## src/rtl/uart_tx_engine.sv

```systemverilog
// rtl/uart_tx_engine.sv - 8N1 UART transmitter fed from a show-ahead FIFO, mode-selected baud.
// Optional even/odd parity bit when UART_TX_PARITY_EN is defined.
module uart_tx_engine #(
  parameter int CLK_FREQ = 50000000
) (
  input  logic       clk,
  input  logic       rst,
  input  logic [7:0] data_in,
  input  logic       data_valid,
  output logic       data_ready,
  input  logic [3:0] mode,
`ifdef UART_TX_PARITY_EN
  input  logic [1:0] parity_mode,
`endif
  output logic       tx_line,
  output logic       busy
);

  function automatic int baud_div(input int baud);
    return (CLK_FREQ + baud / 2) / baud;
  endfunction

  localparam int DIV_MAX = baud_div(4800);
  localparam int CW      = (DIV_MAX > 1) ? $clog2(DIV_MAX) : 1;

  typedef logic [CW-1:0] cnt_t;

  // Terminal count (DIV-1) per mode code, fixed at elaboration.
  localparam cnt_t LAST_4800   = cnt_t'(baud_div(4800) - 1);
  localparam cnt_t LAST_9600   = cnt_t'(baud_div(9600) - 1);
  localparam cnt_t LAST_19200  = cnt_t'(baud_div(19200) - 1);
  localparam cnt_t LAST_38400  = cnt_t'(baud_div(38400) - 1);
  localparam cnt_t LAST_57600  = cnt_t'(baud_div(57600) - 1);
  localparam cnt_t LAST_115200 = cnt_t'(baud_div(115200) - 1);
  localparam cnt_t LAST_230400 = cnt_t'(baud_div(230400) - 1);
  localparam cnt_t LAST_460800 = cnt_t'(baud_div(460800) - 1);
  localparam cnt_t LAST_921600 = cnt_t'(baud_div(921600) - 1);

  function automatic cnt_t last_count(input logic [3:0] code);
    case (code)
      4'd0:    return LAST_4800;
      4'd1:    return LAST_9600;
      4'd2:    return LAST_19200;
      4'd3:    return LAST_38400;
      4'd4:    return LAST_57600;
      4'd5:    return LAST_115200;
      4'd6:    return LAST_230400;
      4'd7:    return LAST_460800;
      4'd8:    return LAST_921600;
      default: return LAST_9600;
    endcase
  endfunction

  typedef enum logic [2:0] {
    S_IDLE,
    S_START,
    S_DATA,
`ifdef UART_TX_PARITY_EN
    S_PARITY,
`endif
    S_STOP
  } state_t;

  state_t     state_q, state_d;
  logic [7:0] shift_q, shift_d;
  logic [2:0] bit_cnt_q, bit_cnt_d;
  cnt_t       baud_cnt_q, baud_cnt_d;
  logic [3:0] mode_q, mode_d;
  logic       ready_q, ready_d;
  logic       tx_q, tx_d;
  logic       bit_done;
`ifdef UART_TX_PARITY_EN
  logic       par_en_q, par_en_d;
  logic       par_bit_q, par_bit_d;
`endif

  assign bit_done = (baud_cnt_q == last_count(mode_q));

  // tx_d is derived from the next state so the line is driven straight from a flop.
  always_comb begin
    state_d    = state_q;
    shift_d    = shift_q;
    bit_cnt_d  = bit_cnt_q;
    baud_cnt_d = baud_cnt_q + cnt_t'(1);
    mode_d     = mode_q;
    ready_d    = 1'b0;
    tx_d       = tx_q;
`ifdef UART_TX_PARITY_EN
    par_en_d   = par_en_q;
    par_bit_d  = par_bit_q;
`endif
    case (state_q)
      S_IDLE: begin
        tx_d       = 1'b1;
        baud_cnt_d = '0;
        if (data_valid) begin
          shift_d   = data_in;
          mode_d    = mode;
          bit_cnt_d = 3'd0;
          ready_d   = 1'b1;
          tx_d      = 1'b0;
          state_d   = S_START;
`ifdef UART_TX_PARITY_EN
          par_en_d  = ^parity_mode;
          par_bit_d = (^data_in) ^ parity_mode[1];
`endif
        end
      end
      S_START: begin
        if (bit_done) begin
          baud_cnt_d = '0;
          tx_d       = shift_q[0];
          state_d    = S_DATA;
        end
      end
      S_DATA: begin
        if (bit_done) begin
          baud_cnt_d = '0;
          shift_d    = {1'b0, shift_q[7:1]};
          bit_cnt_d  = bit_cnt_q + 3'd1;
          if (bit_cnt_q == 3'd7) begin
`ifdef UART_TX_PARITY_EN
            if (par_en_q) begin
              tx_d    = par_bit_q;
              state_d = S_PARITY;
            end else begin
              tx_d    = 1'b1;
              state_d = S_STOP;
            end
`else
            tx_d    = 1'b1;
            state_d = S_STOP;
`endif
          end else begin
            tx_d = shift_q[1];
          end
        end
      end
`ifdef UART_TX_PARITY_EN
      S_PARITY: begin
        if (bit_done) begin
          baud_cnt_d = '0;
          tx_d       = 1'b1;
          state_d    = S_STOP;
        end
      end
`endif
      S_STOP: begin
        if (bit_done) begin
          baud_cnt_d = '0;
          tx_d       = 1'b1;
          state_d    = S_IDLE;
        end
      end
      default: begin
        baud_cnt_d = '0;
        tx_d       = 1'b1;
        state_d    = S_IDLE;
      end
    endcase
  end

  always_ff @(posedge clk) begin
    if (rst) begin
      state_q    <= S_IDLE;
      shift_q    <= '0;
      bit_cnt_q  <= '0;
      baud_cnt_q <= '0;
      mode_q     <= '0;
      ready_q    <= 1'b0;
      tx_q       <= 1'b1;
`ifdef UART_TX_PARITY_EN
      par_en_q   <= 1'b0;
      par_bit_q  <= 1'b0;
`endif
    end else begin
      state_q    <= state_d;
      shift_q    <= shift_d;
      bit_cnt_q  <= bit_cnt_d;
      baud_cnt_q <= baud_cnt_d;
      mode_q     <= mode_d;
      ready_q    <= ready_d;
      tx_q       <= tx_d;
`ifdef UART_TX_PARITY_EN
      par_en_q   <= par_en_d;
      par_bit_q  <= par_bit_d;
`endif
    end
  end

  assign data_ready = ready_q;
  assign tx_line    = tx_q;
  assign busy       = (state_q != S_IDLE);

endmodule

```

## config.mk

```make
export PLATFORM = sky130hd
export DESIGN_NAME = uart_tx_engine
export DESIGN_NICKNAME = d
export VERILOG_FILES = /design/src/rtl/uart_tx_engine.sv
export SDC_FILE = /design/constraint.sdc
export NUM_CORES = 1
export LEC_CHECK = 0
export ABC_CLOCK_PERIOD_IN_PS = 6950
export CORE_AREA = 4 4 103 105
export DETAILED_ROUTE_END_ITERATION = 8
export DIE_AREA = 0 0 107 109
export GPL_TIMING_DRIVEN = 0
export PLACE_DENSITY = 0.43
export SYNTH_ARGS = -nofsm -noshare
export SYNTH_HDL_FRONTEND = slang
export SYNTH_SLANG_ARGS = --single-unit
export TNS_END_PERCENT = 20
```

## constraint.sdc

```tcl
create_clock -name clk -period 6.95 [get_ports clk]
set_input_delay 1.0425 -clock clk [delete_from_list [all_inputs] [get_ports clk]]
set_output_delay 1.0425 -clock clk [all_outputs]
set_load 0.01 [all_outputs]
```

## Word level (Yosys, flattened, before mapping)

Memory sizes are Yosys's and may differ from the RTL's. A register that Yosys moved wholly into a read port is not among the register bits.
Cells that the tools add are included.

| storage, ports and cells | value |
|---|---|
| bits in registers | 34 |
| memory bits (read-only) | 224 |
| output and inout bits | 3 |
| logic and storage cells | 53 |
| memories kept | 1 |

| operators by class | value |
|---|---|
| add/subtract/negate cells | 2 |
| equal/unequal tests | 10 |
| multiplexer cells | 21 |
| bitwise logic cells | 2 |
| reductions and logical operators | 10 |

Memory list:

| memory | depth | bits a word | read ports | clocked after memory_dff | wr ports | RTL line | text |
|---|---|---|---|---|---|---|---|
| (no name shown) | 16 | 14 | 1 | 1 | 0 | 40 | `case (code)` |

Operators with widths:

| operator | count |
|---|---|
| 3-bit two-way mux | 7 |
| 8-bit two-way mux | 2 |
| 8-bit case mux with 2 select lines | 1 |
| 14-bit by 1-bit adder with 14-bit output (second input constant) | 1 |
| 14-bit == test | 1 |
| 3-bit case mux with 4 select lines | 1 |
| 2-bit inequality test (second input constant) | 5 |
| 4-bit two-way mux | 2 |
| 3-bit by 2-bit == test with 1-bit output (second input constant) | 2 |
| 1-bit two-way mux | 6 |
| 3-bit case mux with 2 select lines | 1 |
| 3-bit AND reduction | 2 |
| 3-bit OR reduction | 2 |
| 5-bit AND reduction | 1 |
| 1-bit case mux with 4 select lines | 1 |
| 3-bit by 1-bit adder with 3-bit output (second input constant) | 1 |
| 3-bit by 1-bit == test with 1-bit output (second input constant) | 1 |
| 3-bit == test (second input constant) | 1 |
| 3-bit logical NOT | 1 |
| 3-bit nonzero test | 1 |
| 1-bit inverter | 2 |
| 2-bit AND reduction | 1 |
| 2-bit nonzero test | 1 |
| 2-bit OR reduction | 1 |

## Logic depth before layout (Yosys ltp)

Gate-level depths: netlist of run 1.

| logic depth | value |
|---|---|
| depth after elaboration | 4 |
| depth in mapped cells | 11 |
| depth with buffers taken out | 10 |

## Worst setup path after synthesis of run 1

OpenSTA, ideal clock, no wires.

| timing path | value |
|---|---|
| path type | in2reg |
| start | in data_valid |
| end | reg with a tool-made name |
| arrival time | 2.312 ns |
| path slack | 4.568 ns |
| cell stages on the path | 7 |
| buffers on the path | 0 |
| cell sequence | nand2_1 -> nand2_1 -> a21oi_1 -> inv_1 -> ha_1 -> mux2_2 -> a21oi_1 |

RTL lines:

| what | RTL line | text |
|---|---|---|
| from (decl) | 9 | `input logic data_valid,` |

==> metrics, run 1 <==
Overflow after GRT 0; CTS Hold Bufs 0; Final Skew about 0.0034 ns; global-route wire length before repair about 8.4 mm; vias about 1700; register area 940.9 sq um; Seq/Total Area, Yosys approximately two fifths; Min Clock Period, post-route between 3 and 4 ns; period utilization between 40% and 50%; Die Y 109 um; Post-synth ARST share 0%; Die ar. 0.01166 sq mm; Antenna Cells 0; syn nets around 270; GRT Resource Usage Total a little under a tenth; worst-skew pair later-pin latency around 0.30 ns; most frequent cells in the layout dfxtp_1, nor2_1, a21oi_1; Slew HR around 55%; crit-path max FO 8; Post-Route Utilization ~29%; critical path, cell by cell clkdlybuf4s50_1 > nand2_1 > nand2_1 > a21oi_1 > inv_1 > ha_1 > mux2_2 > a21oi_1; clock-pin slew on the worst setup and hold paths around 0.09 ns; H-Tree Depth 2; via/cell ratio roughly 4.3; DRC Markers 0; io pins 18; Reg power frac 38.0%; Crit Path Category input pin to flip-flop; startpoint types input pin; CTS Buffer Depth 2; status completed; Max-cap violations 0; P&R area growth vs syn 20.61%; share of cells above drive strength 1 9.363%; NumNets Final approximately 300; Yosys cell types 43; PostCTS Resize Cnt 0; switching share of power 35.54%; Avg WL per Cell approximately 12 um; hpwl dp ~3.8 mm; Multi-input gate area about 0.0013 sq mm; Seq cells post-synth 47; number of global-route vias before repair ~1700; commonest non-fill, non-tap cell in the layout dfxtp_1; port bufs 17; combinational share of power 37.8%; Total Wirelength between 4 and 5 mm; total power a little under 0.001 W; TritonCTS buffer count 5; Fill cells roughly 1100; min-delay worst type flip-flop to flip-flop; CTS tree built; placed cells a little under 400; ys flop type dfxtp_1; Slew Limit Fails 0; Clk network pwr share 24.2%; starting density of the core between 20% and 30%; top cells by area, synth dfxtp_1, ha_1, xnor2_1; highest-delay cell along the critical path clkdlybuf4s50_1; Slew @ Worst Pin approximately 0.67 ns; fmax between 300 and 400 MHz; top cell type's share of synthesized area between 40 and 50%; Avg Cell Area, Syn 9.482 sq um; Layout Cells excl Fill 400; critical path arrival 3.25 ns; GP Congestion 0.7234; Setup crit end kind flip-flop; pwr dens 356.2 mW/mm^2; Root Driver clkbuf_8; drt first-iter violations 55; Core Area ~0.0096 sq mm; WHS approximately 0.48 ns; Internal Power 0.0006355 W; Hold Vio Cnt, Final 0; maximum vdd drop roughly 0.00012 V; critical path data required time approximately 7 ns; Final TNS setup 0 ns; P_leak around 1 nW; Synthesis Warnings 0; Cell Area, Synth around 0.0023 sq mm; Gate Count Post-Synth between 200 and 250; DRT Pass-1 Iters 6; largest net degree at the start of global routing 16; NetSw about 0.00035 W; number of enable flip-flop cells after synthesis 0; initial antenna violation count 0; clock sink count 47; ANT nets after route 0; cell taking the most area after synthesis dfxtp_1; floorplan row count 36; postcts setup bufs 0; CP peak stage delay 0.54 ns; unrepaired setup endpoints after global routing no; Die X 107 um; setup violators final 0
[power groups by stage]
| stage | Clock (W) | Sequential, W | Combinational (W) |
|---|---|---|---|
| after floorplan | 0 | 0.000372 | 0.000277 |
| final | 0.000239 | 0.000374 | 0.000373 |
| after global routing | 0.000257 | 0.000383 | 0.000424 |
| after CTS | 0.000247 | 0.000375 | 0.000377 |
| after detailed placement | 0 | 0.000382 | 0.000374 |
| after global placement | 0 | 0.000381 | 0.000375 |
[synthesized netlist by cell type (2+ instances only)]
library cell	n
dfxtp_1	47
nor2_1	25
a21oi_1	18
ha_1	16
nand2_1	15
xnor2_1	14
xor2_1	10
inv_1	9
mux2i_1	9
a311oi_1	7
nand3_1	7
nor3_1	6
o21ai_0	6
and3_1	5
clkbuf_1	4
a21boi_0	3
buf_2	3
nand2b_1	3
nand4_1	3
a31oi_1	2
and4_1	2
buf_6	2
nand4_2	2
nor4_1	2
o21bai_1	2
or2_2	2
xnor2_2	2
[cells by family (layout without fill, tap and decap cells)]
kind of cell	after synthesis	in the layout	synth area share, %
flops	47	47	41.00
buf+inv	20	45	4.307
mux	10	10	4.417
xor+xnor	26	26	10.58
compound gates	46	46	14.07
simple gates	77	77	16.90
fa+ha+maj	16	16	8.724
[per-layer routing]
layer	share of wire [%]	up-vias	track usage, %
met4	1.0	0	2.740
met2	44	19	14.07
li1	-	894	-
met3	2.4	5	2.013
met1	52	799	12.56
met5	0	-	0
[layout make-up]
type,instances,area share [%]
plain buffers,11,2.351
flip-flops and latches,47,34.00
clock buffers,5,2.486
clock inverters,3,2.441
inverters,9,1.221
repair buffers,17,6.148
well taps,133,6.013
multi-input cells,175,45.34
[stage by stage]
stage | setup slack, ns | instance area [sq um]
after floorplan | 4.568 | 2295
after global placement | 3.593 | 2631
after detailed placement | 3.609 | 2631
after CTS | 3.921 | 2768
after global routing | 3.754 | 2768
final | 3.934 | 2768
[critical path: cells and delay by family]
kind,cells,cell delay (ns)
adders and majority gates,1,0.26
muxes,1,0.26
and+or+nand+nor,2,0.28
buffers and inverters,2,0.75
AOI/OAI and AO/OA,2,0.66
[final timing paths]
kind / start / endpoint / slack, ns / cells past startpoint
max: data_valid / flip-flop / 3.93 / 8
min reg2reg: mode_q[0]$_SDFFE_PP0N_ / mode_q[0]$_SDFFE_PP0N_ / 0.48 / 2
min: mode_q[0]$_SDFFE_PP0N_ / mode_q[0]$_SDFFE_PP0N_ / 0.48 / 2
max reg2reg: state_q[1]$_SDFFE_PP0P_ / flip-flop / 4.31 / 10
No activity file was read; power rests on OpenSTA's default activity.
==> inputs of run 2 (changes only) <==
- ABC_CLOCK_PERIOD_IN_PS: 6950 -> 2800
- clock period: 6.95 -> 2.8 ns (I/O delays scaled with it)
==> metrics, run 2 (same netlist as run 1, synthesis figures left out) <==
Slew @ Worst Pin about 0.67 ns; beginning of the worst register-to-register path state_q[1]$_SDFFE_PP0P_; DRT Pass-1 Iters 4; starting density of the core about a quarter; clock-pin slew on the worst setup and hold paths roughly 0.090 ns; P_leak 1.027 nW; GP Congestion just over 0.7; Die X 107 um; postcts setup bufs 0; unrepaired setup endpoints after global routing no; drt first-iter violations 58; ANT nets after route 0; port bufs 17; DR top layer met4; DRC Markers 0; critical path data required time 2.99 ns; Setup crit end kind flip-flop; CTS tree built; Hold Vio Cnt, Final 0; NumNets Final 297; global-route wire length before repair ~8.4 mm; startpoint types flip-flop; via/cell ratio about 4.3; CTS Buffer Depth 2; most frequent cells in the layout dfxtp_1, nor2_1, a21oi_1, clkdlybuf4s50_1, ha_1; Final Skew ~0.0033 ns; status completed; commonest non-fill, non-tap cell in the layout dfxtp_1; P&R area growth vs syn 20.83%; Avg WL per Cell 12.35 um; Internal Power between 0.0015 and 0.002 W; H-Tree Depth 2; number of global-route vias before repair 1660; Total Wirelength between 4 and 5 mm; setup violators final 0; period utilization between 90% and 100%; pwr dens approximately 880 mW/mm^2; Slew HR around 55%; hpwl dp about 3.8 mm; switching share of power 35.52%; clock sink count 47; Root Driver clkbuf_8; worst hold path depth 2; Worst R2R Path Depth 11; Reg power frac around 38%; metal3 WL 120 um; end of the worst hold path shift_q[7]$_SDFFE_PP0P_; Clk network pwr share about a quarter; Die Y roughly 110 um; largest net degree at the start of global routing 16; reg2reg setup slack approximately 0.27 ns; critical path arrival approximately 2.7 ns; met2 WL between 2 and 2.5 mm; WHS slightly below 0.5 ns; GRT Resource Usage Total 9.057%; io pins 18; Overflow after GRT 0; crit-path max FO 10; Min Clock Period, post-route ~2.5 ns; Antenna Cells 0; worst-skew pair later-pin latency roughly 0.3 ns; Crit Path Category flip-flop to flip-flop; TritonCTS buffer count 5; Max-cap violations 0; hold path start shift_q[7]$_SDFFE_PP0P_; initial antenna violation count 0; min-delay worst type flip-flop to flip-flop; met1 wire length between 2 and 3 mm; share of cells above drive strength 1 10.11%; total power 0.002452 W; floorplan row count 36; maximum vdd drop roughly 0.00031 V; Die ar. between 0.01 and 0.015 sq mm; NetSw 0.0008709 W; vias between 1500 and 2000; Slew Limit Fails 0; combinational share of power a little under two fifths; fmax about 400 MHz; Final TNS setup 0 ns; Core Area approximately 0.0096 sq mm
## run 2: cell types whose count changed in the layout (fill, tap and decap cells not counted)
| cell | previous run | this run |
|---|---|---|
| clkbuf_1 | 4 | 3 |
| a21oi_1 | 18 | 17 |
| a21oi_2 | 0 | 1 |
| clkbuf_2 | 1 | 2 |
## run 2: area by class of cell
| cell class | count | area (sq um) |
|---|---|---|
| plain buffers | 11 | 66.31 |
| inverters | 9 | 33.78 |
| well taps | 133 | 166.4 |
| clock buffers | 5 | 68.82 |
| flip-flops and latches | 47 | 940.9 |
| multi-input cells | 175 | 1259 |
| fillers | 1050 | 6867 |
| repair buffers | 17 | 170.2 |
| clock inverters | 3 | 67.56 |
## run 2: metal layers
metal | up-vias | global-route usage [%]
li1 | 896 | -
met1 | 799 | 12.56
met2 | 17 | 14.07
met3 | 5 | 2.013
met4 | 0 | 2.740
met5 | - | 0
## run 2: how the worst max path moves through the flow
| stage | startpoint | to | slack (ns) | cells after the start |
|---|---|---|---|---|
| floorplan | state_q[0]$_SDFFE_PP0P_ | flip-flop | 0.62 | 10 |
| global placement | data_valid | flip-flop | 0.07 | 9 |
| detailed placement | data_valid | flip-flop | 0.08 | 9 |
| CTS | state_q[1]$_SDFFE_PP0P_ | flip-flop | 0.12 | 11 |
| global route | state_q[1]$_SDFFE_PP0P_ | flip-flop | 0.05 | 11 |
| finish | state_q[1]$_SDFFE_PP0P_ | flip-flop | 0.27 | 11 |
## run 2: repair_timing
action                                  4_1_cts  5_1_grt
gates resized for setup                       0        3
endpoints found under the hold margin         0        0
endpoints found under the setup margin        0        5
hold buffers                                  0        0
## run 2: power by group through the flow
stage,logic (W),registers (W),clock network (W)
global placement,0.000930,0.000946,0
finish,0.000930,0.000929,0.000593
detailed placement,0.000929,0.000948,0
CTS,0.000935,0.000931,0.000613
global route,0.00106,0.000951,0.000638
floorplan,0.000688,0.000924,0
## run 2: critical path, cell delays in order, from the launching register on
cell and delay, ns:
dfxtp_1 0.42, inv_1 0.11, ha_1 0.19, clkbuf_2 0.18, nand2_1 0.15, mux2i_1 0.32, nor2_1 0.16, inv_1 0.15
ha_1 0.17, and3_1 0.20, nor2_1 0.07, or2_2 0.30
## run 2: metrics by stage
| stage | worst slack (ns) | utilization (%) | cell area (sq um) | cells |
|---|---|---|---|---|
| after floorplan | 0.6243 | - | 2295 | 242 |
| after global placement | 0.06515 | 27.30 | 2631 | 392 |
| after detailed placement | 0.08107 | 27.30 | 2631 | 392 |
| after CTS | 0.1156 | 28.71 | 2768 | 400 |
| after global routing | 0.05299 | 28.76 | 2773 | 400 |
| final | 0.2690 | 28.76 | 2773 | 400 |
